$ cat src/rtl/barrel_shift_pipe_if.sv
// ---------------------------------------------------------------------------
// barrel_shift_pipe_if
// Purpose : Handshake and data bundle for the pipelined barrel shifter.
// Signals : in_valid/in_ready/in/s/mode  - operand side (master drives)
//           out_valid/out_ready/op       - result side (slave drives result)
// Modports: slave  - the shifter itself
//           master - operand source / result consumer (e.g. a testbench)
// ---------------------------------------------------------------------------
interface barrel_shift_pipe_if #(
    parameter int WIDTH = 8
);
    localparam int SHW = $clog2(WIDTH);

    logic             in_valid;
    logic             in_ready;
    logic [WIDTH-1:0] in;
    logic [SHW-1:0]   s;
    logic [1:0]       mode;
    logic             out_valid;
    logic             out_ready;
    logic [WIDTH-1:0] op;

    modport slave (
        input  in_valid, in, s, mode, out_ready,
        output in_ready, out_valid, op
    );

    modport master (
        output in_valid, in, s, mode, out_ready,
        input  in_ready, out_valid, op
    );
endinterface

$ cat src/rtl/barrel_shift_pipe.sv
// ---------------------------------------------------------------------------
// barrel_shift_pipe
// Purpose : Pipelined barrel shifter, one register stage per shift level.
//           Modes: 00 SLL, 01 SRL, 10 SRA, 11 ROL. Latency SHW cycles,
//           throughput one operation per clock, global stall on backpressure.
// Ports   : clk  - rising-edge clock
//           rst  - asynchronous active-high reset
//           bus  - barrel_shift_pipe_if.slave (in_valid/in_ready/in/s/mode,
//                  out_valid/out_ready/op)
// ---------------------------------------------------------------------------
module barrel_shift_pipe #(
    parameter int WIDTH = 8
) (
    input  logic                 clk,
    input  logic                 rst,
    barrel_shift_pipe_if.slave   bus
);
    localparam int SHW = $clog2(WIDTH);

    if ((WIDTH < 2) || ((WIDTH & (WIDTH - 1)) != 0)) begin : g_bad_width
        $error("barrel_shift_pipe: WIDTH must be a power of 2 and >= 2");
    end

    localparam logic [1:0] MODE_SLL = 2'b00;
    localparam logic [1:0] MODE_SRL = 2'b01;
    localparam logic [1:0] MODE_SRA = 2'b10;
    localparam logic [1:0] MODE_ROL = 2'b11;

    // Stage registers; index SHW-1 is the output stage.
    logic             r_vld  [SHW];
    logic [WIDTH-1:0] r_data [SHW];
    logic [SHW-1:0]   r_s    [SHW];
    logic [1:0]       r_mode [SHW];
    logic             r_msb  [SHW];

    // Per-stage source operands and shifted result.
    logic             w_src_vld  [SHW];
    logic [WIDTH-1:0] w_src_data [SHW];
    logic [SHW-1:0]   w_src_s    [SHW];
    logic [1:0]       w_src_mode [SHW];
    logic             w_src_msb  [SHW];
    logic [WIDTH-1:0] w_res      [SHW];

    logic w_stall;

    // A valid result the consumer refuses freezes the whole pipe.
    assign w_stall       = r_vld[SHW-1] & ~bus.out_ready;
    assign bus.in_ready  = ~w_stall;
    assign bus.out_valid = r_vld[SHW-1];
    assign bus.op        = r_data[SHW-1];

    for (genvar k = 0; k < SHW; k++) begin : g_stage
        localparam int SH = 2 ** k;

        logic [WIDTH-1:0] w_sll;
        logic [WIDTH-1:0] w_srl;
        logic [WIDTH-1:0] w_sra;
        logic [WIDTH-1:0] w_rol;
        logic [WIDTH-1:0] w_fill;
        logic [WIDTH-1:0] w_shifted;

        if (k == 0) begin : g_first
            // Stalled cycles hold every register, so in_valid alone marks an accept.
            assign w_src_vld[k]  = bus.in_valid;
            assign w_src_data[k] = bus.in;
            assign w_src_s[k]    = bus.s;
            assign w_src_mode[k] = bus.mode;
            assign w_src_msb[k]  = bus.in[WIDTH-1];
        end else begin : g_next
            assign w_src_vld[k]  = r_vld[k-1];
            assign w_src_data[k] = r_data[k-1];
            assign w_src_s[k]    = r_s[k-1];
            assign w_src_mode[k] = r_mode[k-1];
            assign w_src_msb[k]  = r_msb[k-1];
        end

        assign w_sll  = w_src_data[k] << SH;
        assign w_srl  = w_src_data[k] >> SH;
        // SRA fill comes from the original operand MSB carried down the pipe.
        assign w_fill = ~({WIDTH{1'b1}} >> SH);
        assign w_sra  = w_srl | (w_fill & {WIDTH{w_src_msb[k]}});
        assign w_rol  = (w_src_data[k] << SH) | (w_src_data[k] >> (WIDTH - SH));

        always_comb begin
            w_shifted = w_src_data[k];
            if (w_src_s[k][k]) begin
                case (w_src_mode[k])
                    MODE_SLL: w_shifted = w_sll;
                    MODE_SRL: w_shifted = w_srl;
                    MODE_SRA: w_shifted = w_sra;
                    MODE_ROL: w_shifted = w_rol;
                endcase
            end
        end

        assign w_res[k] = w_shifted;
    end

    always_ff @(posedge clk or posedge rst) begin
        if (rst) begin
            for (int k = 0; k < SHW; k++) begin
                r_vld[k]  <= 1'b0;
                r_data[k] <= '0;
                r_s[k]    <= '0;
                r_mode[k] <= '0;
                r_msb[k]  <= 1'b0;
            end
        end else if (!w_stall) begin
            for (int k = 0; k < SHW; k++) begin
                r_vld[k]  <= w_src_vld[k];
                r_data[k] <= w_res[k];
                r_s[k]    <= w_src_s[k];
                r_mode[k] <= w_src_mode[k];
                r_msb[k]  <= w_src_msb[k];
            end
        end
    end
endmodule

$ cat src/flat_wrapper.sv
// flat-port wrapper written by rule: the top's interface ports become plain ports
module barrel_shift_pipe_flat 
#(
    parameter int WIDTH = 8
)
  (clk, rst, bus_in_valid, bus_in, bus_s, bus_mode, bus_out_ready, bus_in_ready, bus_out_valid, bus_op);
  barrel_shift_pipe_if #(.WIDTH(WIDTH)) bus_i ();
  input  logic clk;
  input  logic rst;
  input wire logic [$bits(bus_i.in_valid)-1:0] bus_in_valid;
  input wire logic [$bits(bus_i.in)-1:0] bus_in;
  input wire logic [$bits(bus_i.s)-1:0] bus_s;
  input wire logic [$bits(bus_i.mode)-1:0] bus_mode;
  input wire logic [$bits(bus_i.out_ready)-1:0] bus_out_ready;
  output wire logic [$bits(bus_i.in_ready)-1:0] bus_in_ready;
  output wire logic [$bits(bus_i.out_valid)-1:0] bus_out_valid;
  output wire logic [$bits(bus_i.op)-1:0] bus_op;
  assign bus_i.in_valid = bus_in_valid;
  assign bus_i.in = bus_in;
  assign bus_i.s = bus_s;
  assign bus_i.mode = bus_mode;
  assign bus_i.out_ready = bus_out_ready;
  assign bus_in_ready = bus_i.in_ready;
  assign bus_out_valid = bus_i.out_valid;
  assign bus_op = bus_i.op;
  barrel_shift_pipe #(.WIDTH(WIDTH)) u_core (.clk(clk), .rst(rst), .bus(bus_i));
endmodule
$ cat config.mk
export PLATFORM = sky130hd
export DESIGN_NAME = barrel_shift_pipe_flat
export DESIGN_NICKNAME = d
export VERILOG_FILES = /design/src/rtl/barrel_shift_pipe_if.sv /design/src/rtl/barrel_shift_pipe.sv /design/src/flat_wrapper.sv
export SDC_FILE = /design/constraint.sdc
export NUM_CORES = 1
export LEC_CHECK = 0
export BUFFER_PORTS_ARGS = -buffer_cell sky130_fd_sc_hd__buf_2
export CAP_MARGIN = 20
export CELL_PAD_IN_SITES_DETAIL_PLACEMENT = 1
export CELL_PAD_IN_SITES_GLOBAL_PLACEMENT = 1
export CORE_ASPECT_RATIO = 0.7
export CORE_UTILIZATION = 45
export CTS_BUF_LIST = sky130_fd_sc_hd__clkbuf_8
export DETAILED_ROUTE_END_ITERATION = 7
export GPL_TIMING_DRIVEN = 0
export PLACE_DENSITY_LB_ADDON = 0.1
export RECOVER_POWER = 100
export SLEW_MARGIN = 20
export SYNTH_ARGS = -nofsm -noshare
export SYNTH_HDL_FRONTEND = slang
export SYNTH_SLANG_ARGS = --single-unit
$ cat constraint.sdc
create_clock -name clk -period 1.5 [get_ports clk]
set_input_delay 0.3 -clock clk [delete_from_list [all_inputs] [get_ports clk]]
set_output_delay 0.3 -clock clk [all_outputs]
set_load 0.05 [all_outputs]
After elaboration in Yosys (flattened, before gate mapping). Cells that the tools add are included. Widths: inputs -> output; s select.

Bitwise operators: 9. Equality and inequality tests: 9. Reductions and logical operators: 3. Muxes and demuxes: 6.

Operator list (count): $pmux 8 s4 (3); $mux 8 (3); $eq 2x2->1 const B (6); $or 4x8->8 (1); $or 6x8->8 (1); $or 7x8->8 (1); $or 8x1->8 (1); $or 8x2->8 (1); $or 8x4->8 (1); $eq 2x1->1 const B (3); $logic_not 2->1 (3); $not 1->1 (2); $and 1x1->1 (1).

Bits of input ports: 17. Logic and storage cells: 39. Output and inout port bits: 10. Register bits: 39.

Longest topological paths before layout. Gate-level depths: netlist of the first run.

Depth after elaboration: 3. Mapped depth: 6. Depth with buffers taken out: 4.

Worst setup path after synthesis of the first run. No wires, ideal clock.

Kind: flip-flop to output port. Start point: reg u_core.r_vld (netlist bit u_core.bus.out_valid). End point: out bus_in_ready. Data arrival time: 1.291 ns. Setup slack: -0.091 ns. Required time: 1.200 ns. Path buffers: 2. Stages on the path, launching flop included: 5. Cell sequence: dfrtp_1 > nor2b_2 > inv_2 > buf_2 > buf_6.

Cells in the longest elaborated chain, start to end: 2.

Ends and longest elaborated chain: start: declaration (RTL line barrel_shift_pipe.sv:30) `logic r_vld [SHW];`; start signal: indexed assignment (RTL line barrel_shift_pipe.sv:110) `r_vld[k] <= w_src_vld[k];`; $and 1x1->1 (RTL line barrel_shift_pipe.sv:47) `assign w_stall = r_vld[SHW-1] & ~bus.out_ready;`; $not 1->1 (RTL line barrel_shift_pipe.sv:48) `assign bus.in_ready = ~w_stall;`; end: declaration (RTL line flat_wrapper.sv:15) `output wire logic [$bits(bus_i.in_ready)-1:0] bus_in_ready;`.

No other way between the ends.

Worst setup path after layout of the first run. Same ends and word-level chain as after synthesis.

==> impl_metrics.yaml, run 1 <==
run_status:
  status: "complete, but fails checks"
  violations: "setup timing"
global_routing:
  grt_max_degree: 37
  groute.usage.overall_pct: 28.3
  grt_pass1_vias: 1737
  grt_pass1_wl_um: 9130
  antenna_found_initial: 0
  grt_overflow: 0
setup_path:
  endpoint_kind: "output port"
  cp-start-kind: "flip-flop"
  worst_ep_arrival_time_ns: 1.26
  critPathKind: "reg -> out"
  critPathMaxFanout: 4
  worstPathRequired_ns: 1.20
detailed_routing:
  vias: 1692
  wire_per_inst_um: 19.5
  drc_errors: 0
  drtIter0Drc: 128
  drt-pass1-iter-count: 4
  viasPerCell: 5.92
  antenna_left: 0
  drt_wl_total_um: 5590
clocking:
  cts.clk_slew.worst_paths_ns: 0.08
  cts_inserted_buffers: 5
  htree_levels: 2
  clk_latency_ns: 0.30
  clock-sinks: 36
  root_buffer: "clkbuf_8"
  cts_tree: "done"
  cts_buffer_depth: 2
floorplan:
  die_area_sq_um: 4530
  coreArea_sq_um: 3990
  ios: 27
  die_w_um: 80.0
  rows: 19
  initial_core_util_pct: 48.0
  die_h_um: 56.6
cells_and_area:
  antenna_cells: 0
  syn_to_final_growth_pct: 18.6
  layout.nets: 250
  finish.utilization_pct: 56.9
  drive_gt1_share_pct: 25.2
timing:
  period_needed_ns: 1.56
  tightest_slew_ns: 0.771
  fin_ws_ns: -0.0581
  fmax_mhz: 642
  setup_viol: 2
  rsz0062_at_grt: "true"
  finalCritPeriodShare_pct: 104
  hold_violations: 0
  tns_ns: -0.0621
  slew_violations: 0
  skew_ns: 0.00745
  relSlewSlack_pct: 48.5
placement:
  routabilityCongestion: 0.875
  port_buffers: 26
  post-place-ws_ns: -0.144
  dp_hpwl_um: 3890
synthesis:
  synth_top_area_share_pct: 47.0
  netlist-cell-type-count: 28
  synth_area_leaders: "dfrtp_1 47%, nand2_1 10%, mux2i_1 5.2%"
  ys_seq_elements: 36
  seq_area_frac_synth_pct: 47.0
  syn_area_per_cell_sq_um: 9.73
  netlist_area_sq_um: 1920
  synthCells: 197
  synth_top_area_cell: "dfrtp_1"
  synth_nets: 214
  synth_warnings: 0
power:
  total_power_uw: 4510
  p_int_uw: 2470
  cellPowerDensity_nw_per_um2: 1980
  p_seq_share_pct: 38.3
  swShare_pct: 45.2
  cellLeakagePower_uw: 0.00109
  pwr-share-clk_pct: 16.5
  pwr-share-comb_pct: 45.2
  vdd_ir_drop_max_uv: 1380
  p_sw_uw: 2040
min_path:
  worstHoldPathType: "in -> async"
job:
  drv_cap: 0
[layout make-up]
class	count	area, sq um
Timing Repair Buffer	31	193
Fill cell	465	1720
Multi-Input combinational cell	145	935
Inverter	6	22.5
Tap cell	52	65.1
Sequential cell	36	902
Buffer	8	63.8
Clock inverter	2	10.0
Clock buffer	6	82.6
[power groups by stage]
| stage | Sequential, uW | Combinational [uW] | Clock, uW |
|---|---|---|---|
| 2_1_floorplan | 1970 | 1070 | 0 |
| 3_3_place_gp | 1670 | 1830 | 0 |
| 3_5_place_dp | 1710 | 1900 | 0 |
| 4_1_cts | 1690 | 2030 | 747 |
| 5_1_grt | 1770 | 2190 | 795 |
| 6_report | 1730 | 2040 | 744 |
[Yosys cell counts]
master	n
a221oi_1	7
a221oi_2	2
a2bb2oi_1	3
a31oi_1	5
and3b_1	4
buf_2	6
buf_4	1
buf_6	2
clkbuf_1	1
dfrtp_1	36
inv_1	5
inv_2	1
mux2_1	5
mux2_4	4
mux2i_1	10
nand2_1	53
nand2b_1	1
nand3_1	7
nor2_1	3
nor2b_1	2
nor2b_2	1
o211ai_1	6
o21a_1	1
o21ai_0	10
o21ai_1	18
o221ai_1	1
xnor2_4	1
xor2_4	1
[cell families (layout without fill, tap and decap cells)]
kind of cell	after synthesis	after routing	share of synthesized area [%]
and+or+nand+nor	71	71	16.1
DFF	36	36	47.0
buffers and inverters	16	53	4.50
muxes	19	19	11.3
xor gates and xnor gates	2	2	2.87
AOI/OAI and AO/OA	53	53	18.3
[stage by stage]
| stage | instances | hold slack [ns] | cell area [sq um] |
|---|---|---|---|
| 6_report | 286 | 0.133 | 2270 |
| 3_3_place_gp | 275 | 0.453 | 2110 |
| 5_1_grt | 286 | 0.194 | 2270 |
| 4_1_cts | 285 | 0.166 | 2260 |
| 2_1_floorplan | 197 | 0.412 | 1920 |
| 3_5_place_dp | 275 | 0.461 | 2110 |
[routing by layer]
layer	routed length [um]	share of wire, %	vias up	GRT usage, %
met5	0	0	-	0
met4	54	0.97	0	8.93
met1	2650	47	854	40.2
met3	390	7.0	4	8.78
met2	2490	45	64	41.1
li1	-	-	770	-
[state kept, by name, summed over array words and instances (netlist names)]
register and flops:
u_core.r_vld 2, u_core.r_msb 2, u_core.r_s 3, u_core.bus.op 8, u_core.g_stage.w_sll 10, u_core.r_mode 4
u_core.bus.out_valid 1, u_core.g_stage.w_srl 6
[worst paths after layout]
kind	startpoint	endpoint	slack, ns	cells past startpoint
max in group asynchronous	rst	u_core.bus.out_valid	0.83	2
min	rst	u_core.r_vld[2]	0.13	2
min reg2reg	u_core.r_s[8]	u_core.r_s[8]	0.47	2
min in group clk	bus_s[2]	u_core.r_s[8]	0.20	3
max	u_core.bus.out_valid	bus_in_ready	-0.06	4
max reg2reg	u_core.bus.out_valid	u_core.bus.op[3]	0.06	6
[cell usage in the layout (no fill, tap or decap), types with 2 or more instances in the layout]
cell type / netlist / layout
clkinv_2: 0 / 2
a221oi_2: 2 / 2
mux2i_1: 10 / 10
a31oi_1: 5 / 5
o21ai_0: 10 / 10
buf_12: 0 / 2
o21ai_1: 18 / 18
nor2b_1: 2 / 2
nand3_1: 7 / 7
mux2_4: 4 / 4
a2bb2oi_1: 3 / 3
nand2_1: 53 / 53
nor2_1: 3 / 3
dfrtp_1: 36 / 35
inv_1: 5 / 4
mux2_1: 5 / 5
clkbuf_2: 0 / 6
a221oi_1: 7 / 7
clkbuf_8: 0 / 6
buf_4: 1 / 6
inv_2: 1 / 2
o211ai_1: 6 / 6
and3b_1: 4 / 4
buf_2: 6 / 23
[critical path, stage by stage (launching register included)]
cell and delay [ns]:
dfrtp_2 0.41, nor2b_4 0.21, inv_2 0.07, buf_12 0.13, buf_12 0.14
[repair_timing]
item | 4_1_cts | 5_1_grt
setup endpoints to repair | 1 | 5
gates resized for setup | 11 | 1
setup buffers | 3 | 2
hold buffers | 0 | 0
Power figures use the tool's default switching activity.
==> run 2, diff against run 1 <==
==> constraint.sdc (replaced) <==
create_clock -name clk -period 1.6 [get_ports clk]
set_input_delay 0.32 -clock clk [delete_from_list [all_inputs] [get_ports clk]]
set_output_delay 0.32 -clock clk [all_outputs]
set_load 0.05 [all_outputs]
==> impl_metrics.yaml, run 2 (synthesized netlist as in run 1, its figures left out) <==
run_status:
  status: "completed"
floorplan:
  die_area_sq_um: 4530
  ios: 27
  die_h_um: 56.6
  coreArea_sq_um: 3990
  die_w_um: 80.0
  rows: 19
  initial_core_util_pct: 48.0
setup_path:
  r2r_start: "u_core.r_s[5]"
  cp-start-kind: "flip-flop"
  worst-r2r-setup-slack_ns: 0.15
  reg2regPathDepth: 4
  critPathMaxFanout: 11
  endpoint_kind: "output port"
  worst_ep_arrival_time_ns: 1.22
  r2r_end: "u_core.bus.op[6]"
  critPathKind: "reg -> out"
  worstPathRequired_ns: 1.28
clocking:
  holdBufCountCts: 0
  cts_buffer_depth: 2
  cts.clk_slew.worst_paths_ns: 0.08
  cts_tree: "done"
  cts_inserted_buffers: 5
  clk_latency_ns: 0.30
  htree_levels: 2
  clock-sinks: 36
  root_buffer: "clkbuf_8"
power:
  vdd_ir_drop_max_uv: 1260
  p_int_uw: 2200
  p_sw_uw: 1860
  swShare_pct: 45.8
  pwr-share-clk_pct: 17.1
  cellPowerDensity_nw_per_um2: 1830
  cellLeakagePower_uw: 0.00103
  pwr-share-comb_pct: 43.4
  p_seq_share_pct: 39.5
global_routing:
  grt_pass1_vias: 1719
  groute.usage.overall_pct: 27.4
  grt_pass1_wl_um: 8880
  antenna_found_initial: 0
  grt_max_degree: 37
  grt_overflow: 0
timing:
  skew_ns: 0.00692
  finalCritPeriodShare_pct: 96.2
  period_needed_ns: 1.54
  hold_violations: 0
  setup_viol: 0
  slew_violations: 0
  fmax_mhz: 650
  relSlewSlack_pct: 48.7
  tightest_slew_ns: 0.768
  hold_ws_ns: 0.150
  rsz0062_at_grt: "false"
detailed_routing:
  drc_errors: 0
  dr_wl_met3_um: 322
  drt_wl_total_um: 5390
  drt-pass1-iter-count: 4
  drtIter0Drc: 106
  dr_wl_met2_um: 2430
  antenna_left: 0
  viasPerCell: 5.84
  wl_met1_um: 2550
  wire_per_inst_um: 19.0
  vias: 1652
  top_layer: "met4"
cells_and_area:
  drive_gt1_share_pct: 21.2
  syn_to_final_growth_pct: 15.3
  largest_reg_flops: 10
  layout_common_cells: "53 x nand2_1, 35 x dfrtp_1, 24 x o21ai_0"
  final_common_cell: "nand2_1"
  layout.nets: 247
  finalNonFillerCells: 283
  antenna_cells: 0
placement:
  dp_hpwl_um: 3890
  placed_cells: 275
  port_buffers: 26
  routabilityCongestion: 0.875
min_path:
  worstHoldPathType: "in -> async"
job:
  drv_cap: 0
==> run 2: per-stage QoR <==
stage | power [uW] | util [%] | worst slack [ns] | cell area (sq um) | setup TNS (ns)
detailed placement | 3380 | 52.9 | -0.0641 | 2110 | -0.0641
global route | 4300 | 55.4 | 0.0116 | 2210 | 0
floorplan | 2850 | - | 0.148 | 1920 | 0
CTS | 4090 | 55.4 | 0.00515 | 2210 | 0
finish | 4050 | 55.4 | 0.0608 | 2210 | 0
global placement | 3280 | 52.9 | -0.103 | 2110 | -0.158
==> run 2: critical path, stage by stage (launching register included) <==
cell     delay (ns)
dfrtp_2        0.43
nor2b_4        0.23
inv_4          0.09
buf_6          0.16
==> run 2: worst max path at each step <==
stage               depth (start not counted)                  from              endpoint  slack [ns]
floorplan                                   4  u_core.bus.out_valid          bus_in_ready        0.15
global placement                            2                   rst  u_core.bus.out_valid       -0.10
detailed placement                          5  u_core.bus.out_valid          bus_in_ready       -0.06
CTS                                         3  u_core.bus.out_valid          bus_in_ready       0.005
global route                                3  u_core.bus.out_valid          bus_in_ready        0.01
finish                                      3  u_core.bus.out_valid          bus_in_ready        0.06
==> run 2: layout make-up <==
class | instances | area (sq um)
Fill cell | 476 | 1780
Multi-Input combinational cell | 145 | 935
Sequential cell | 36 | 902
Timing Repair Buffer | 27 | 138
Clock buffer | 6 | 82.6
Tap cell | 52 | 65.1
Buffer | 8 | 46.3
Inverter | 6 | 25.0
Clock inverter | 2 | 10.0
Timing Repair inverter | 1 | 7.51
==> run 2: power by group through the flow <==
stage / clock [uW] / sequential, uW / combinational, uW
floorplan: 0 / 1850 / 1000
global placement: 0 / 1570 / 1710
detailed placement: 0 / 1600 / 1780
CTS: 700 / 1590 / 1800
global route: 746 / 1640 / 1910
finish: 695 / 1600 / 1760
==> run 2: per-layer routing <==
layer / track usage (%) / up-vias
li1: - / 764
met1: 38.8 / 825
met2: 40.4 / 54
met3: 8.29 / 9
met4: 8.42 / 0
met5: 0 / -
==> run 2: what timing repair did <==
action / CTS / global route
buffers inserted: 0 / 1
endpoints found under the setup margin: 1 / 1
gates cloned: 1 / 0
gates resized for setup: 4 / 0
hold endpoints to repair: 0 / 0
==> run 3, diff against run 2 <==
--- a/config.mk
+++ b/config.mk
@@ -9,7 +9,6 @@
 export CAP_MARGIN = 20
 export CELL_PAD_IN_SITES_DETAIL_PLACEMENT = 1
 export CELL_PAD_IN_SITES_GLOBAL_PLACEMENT = 1
-export CORE_ASPECT_RATIO = 0.7
 export CORE_UTILIZATION = 45
 export CTS_BUF_LIST = sky130_fd_sc_hd__clkbuf_8
 export DETAILED_ROUTE_END_ITERATION = 7
==> impl_metrics.yaml, run 3 (synthesized netlist as in run 1, its figures left out) <==
run_status:
  status: "completed"
floorplan:
  initial_core_util_pct: 47.2
  rows: 23
  die_w_um: 67.3
  ios: 27
  die_area_sq_um: 4520
  die_h_um: 67.3
  coreArea_sq_um: 4060
global_routing:
  groute.usage.overall_pct: 23.7
  grt_overflow: 0
  antenna_found_initial: 0
  grt_pass1_wl_um: 7720
  grt_pass1_vias: 1703
  grt_max_degree: 37
power:
  cellPowerDensity_nw_per_um2: 1840
  pwr-share-clk_pct: 19.5
  p_sw_uw: 1780
  vdd_ir_drop_max_uv: 570
  swShare_pct: 43.5
  p_int_uw: 2300
  pwr-share-comb_pct: 41.9
  cellLeakagePower_uw: 0.00103
  p_seq_share_pct: 38.5
  total_power_uw: 4080
setup_path:
  r2r_start: "u_core.bus.out_valid"
  worstPathRequired_ns: 1.28
  worst-r2r-setup-slack_ns: 0.15
  endpoint: "bus_in_ready"
  endpoint_kind: "output port"
  reg2regPathDepth: 5
  critPathMaxFanout: 22
  crit_buf_inv: 2
  path_delay_family: "flip-flops"
  cp.depth: 3
  slowest_delay_ns: 0.42
  worst_ep_arrival_time_ns: 1.24
  critPathKind: "reg -> out"
  r2r_end: "u_core.bus.op[4]"
  cp-start-kind: "flip-flop"
  crit_slowest_cell: "dfrtp_2"
  cp-startpoint: "u_core.bus.out_valid"
  crit_path_cell_trace: "nor2b_4, inv_6, buf_6"
detailed_routing:
  viasPerCell: 5.64
  top_layer: "met4"
  drt-pass1-iter-count: 4
  dr_wl_met2_um: 2680
  wl_met1_um: 1990
  wire_per_inst_um: 17.4
  vias: 1573
  antenna_left: 0
  drc_errors: 0
  dr_wl_met3_um: 112
  drtIter0Drc: 87
  drt_wl_total_um: 4850
cells_and_area:
  antenna_cells: 0
  layout.nets: 245
  layout_common_cells: "53 x nand2_1, 35 x dfrtp_1, 25 x o21ai_0"
  syn_to_final_growth_pct: 15.5
  largest_reg_flops: 10
  drive_gt1_share_pct: 20.1
  fin_area_sq_um: 2210
  n_fill_cell: 476
  final_common_cell: "nand2_1"
  finish.utilization_pct: 54.5
timing:
  finalCritPeriodShare_pct: 97.6
  relSlewSlack_pct: 51.3
  fmax_mhz: 640
  setup_viol: 0
  tightest_slew_ns: 0.729
  skew_ns: 0.00704
  period_needed_ns: 1.56
  rsz0062_at_grt: "false"
  slew_violations: 0
  hold_violations: 0
min_path:
  worstHoldPathType: "in -> async"
placement:
  dp_hpwl_um: 3720
  port_buffers: 26
  routabilityCongestion: 0.910
  postPlaceCellArea_sq_um: 2110
clocking:
  cts_tree: "done"
  holdBufCountCts: 0
  root_buffer: "clkbuf_8"
  clk_latency_ns: 0.29
  cts.clk_slew.worst_paths_ns: 0.08
  clock-sinks: 36
  htree_levels: 2
  cts_buffer_depth: 2
  cts_inserted_buffers: 5
job:
  drv_cap: 0
==> run 3: what timing repair did <==
item | CTS | global route
gates resized for setup | 4 | 1
buffers inserted | 0 | 0
cloned | 0 | 0
setup endpoints to repair | 1 | 1
==> run 3: final cells by class <==
type	instances	area (sq um)	area share, %
Clock inverter	3	42.5	1.92
Clock buffer	5	68.8	3.11
Tap cell	50	62.6	2.83
Buffer	8	45.0	2.04
Timing Repair Buffer	26	130	5.88
Sequential cell	36	902	40.8
Inverter	6	27.5	1.24
Multi-Input combinational cell	145	935	42.2
==> run 3: through the flow <==
stage	worst slack (ns)	setup TNS [ns]	cells	hold slack (ns)
floorplan	0.148	0	197	0.430
global placement	-0.0477	-0.0934	273	0.441
detailed placement	-0.0499	-0.0499	273	0.448
CTS	0.00246	0	279	0.175
global route	0.00993	0	279	0.219
finish	0.0383	0	279	0.151
==> run 3: how the worst min path moves through the flow <==
stage	from	endpoint	slack, ns	depth (start not counted)
final	rst	u_core.g_stage[2].w_sll[5]	0.15	2
after detailed placement	u_core.r_vld[1]	u_core.r_vld[1]	0.45	2
after CTS	rst	u_core.bus.op[5]	0.18	2
after global placement	u_core.r_vld[1]	u_core.r_vld[1]	0.44	2
after floorplan	u_core.r_vld[1]	u_core.r_vld[1]	0.43	2
after global routing	rst	u_core.bus.op[7]	0.22	2
==> run 3: power groups by stage <==
stage / Clock [uW] / Sequential, uW / Combinational [uW]
floorplan: 0 / 1850 / 1000
global placement: 0 / 1550 / 1700
detailed placement: 0 / 1580 / 1770
CTS: 814 / 1560 / 1780
global route: 849 / 1610 / 1870
finish: 797 / 1570 / 1710
==> run 3: worst reg2reg max path, delay by kind of cell (launching register included) <==
kind | cells | cell delay, ns
compound gates | 2 | 0.35
flops | 1 | 0.45
simple gates | 1 | 0.17
buf+inv | 2 | 0.41
==> run 3: routing by layer <==
| layer | vias to the layer above | global-route usage, % |
|---|---|---|
| met1 | 774 | 25.3 |
| li1 | 756 | - |
| met4 | 0 | 10.1 |
| met2 | 37 | 45.4 |
| met5 | - | 0 |
| met3 | 6 | 3.55 |
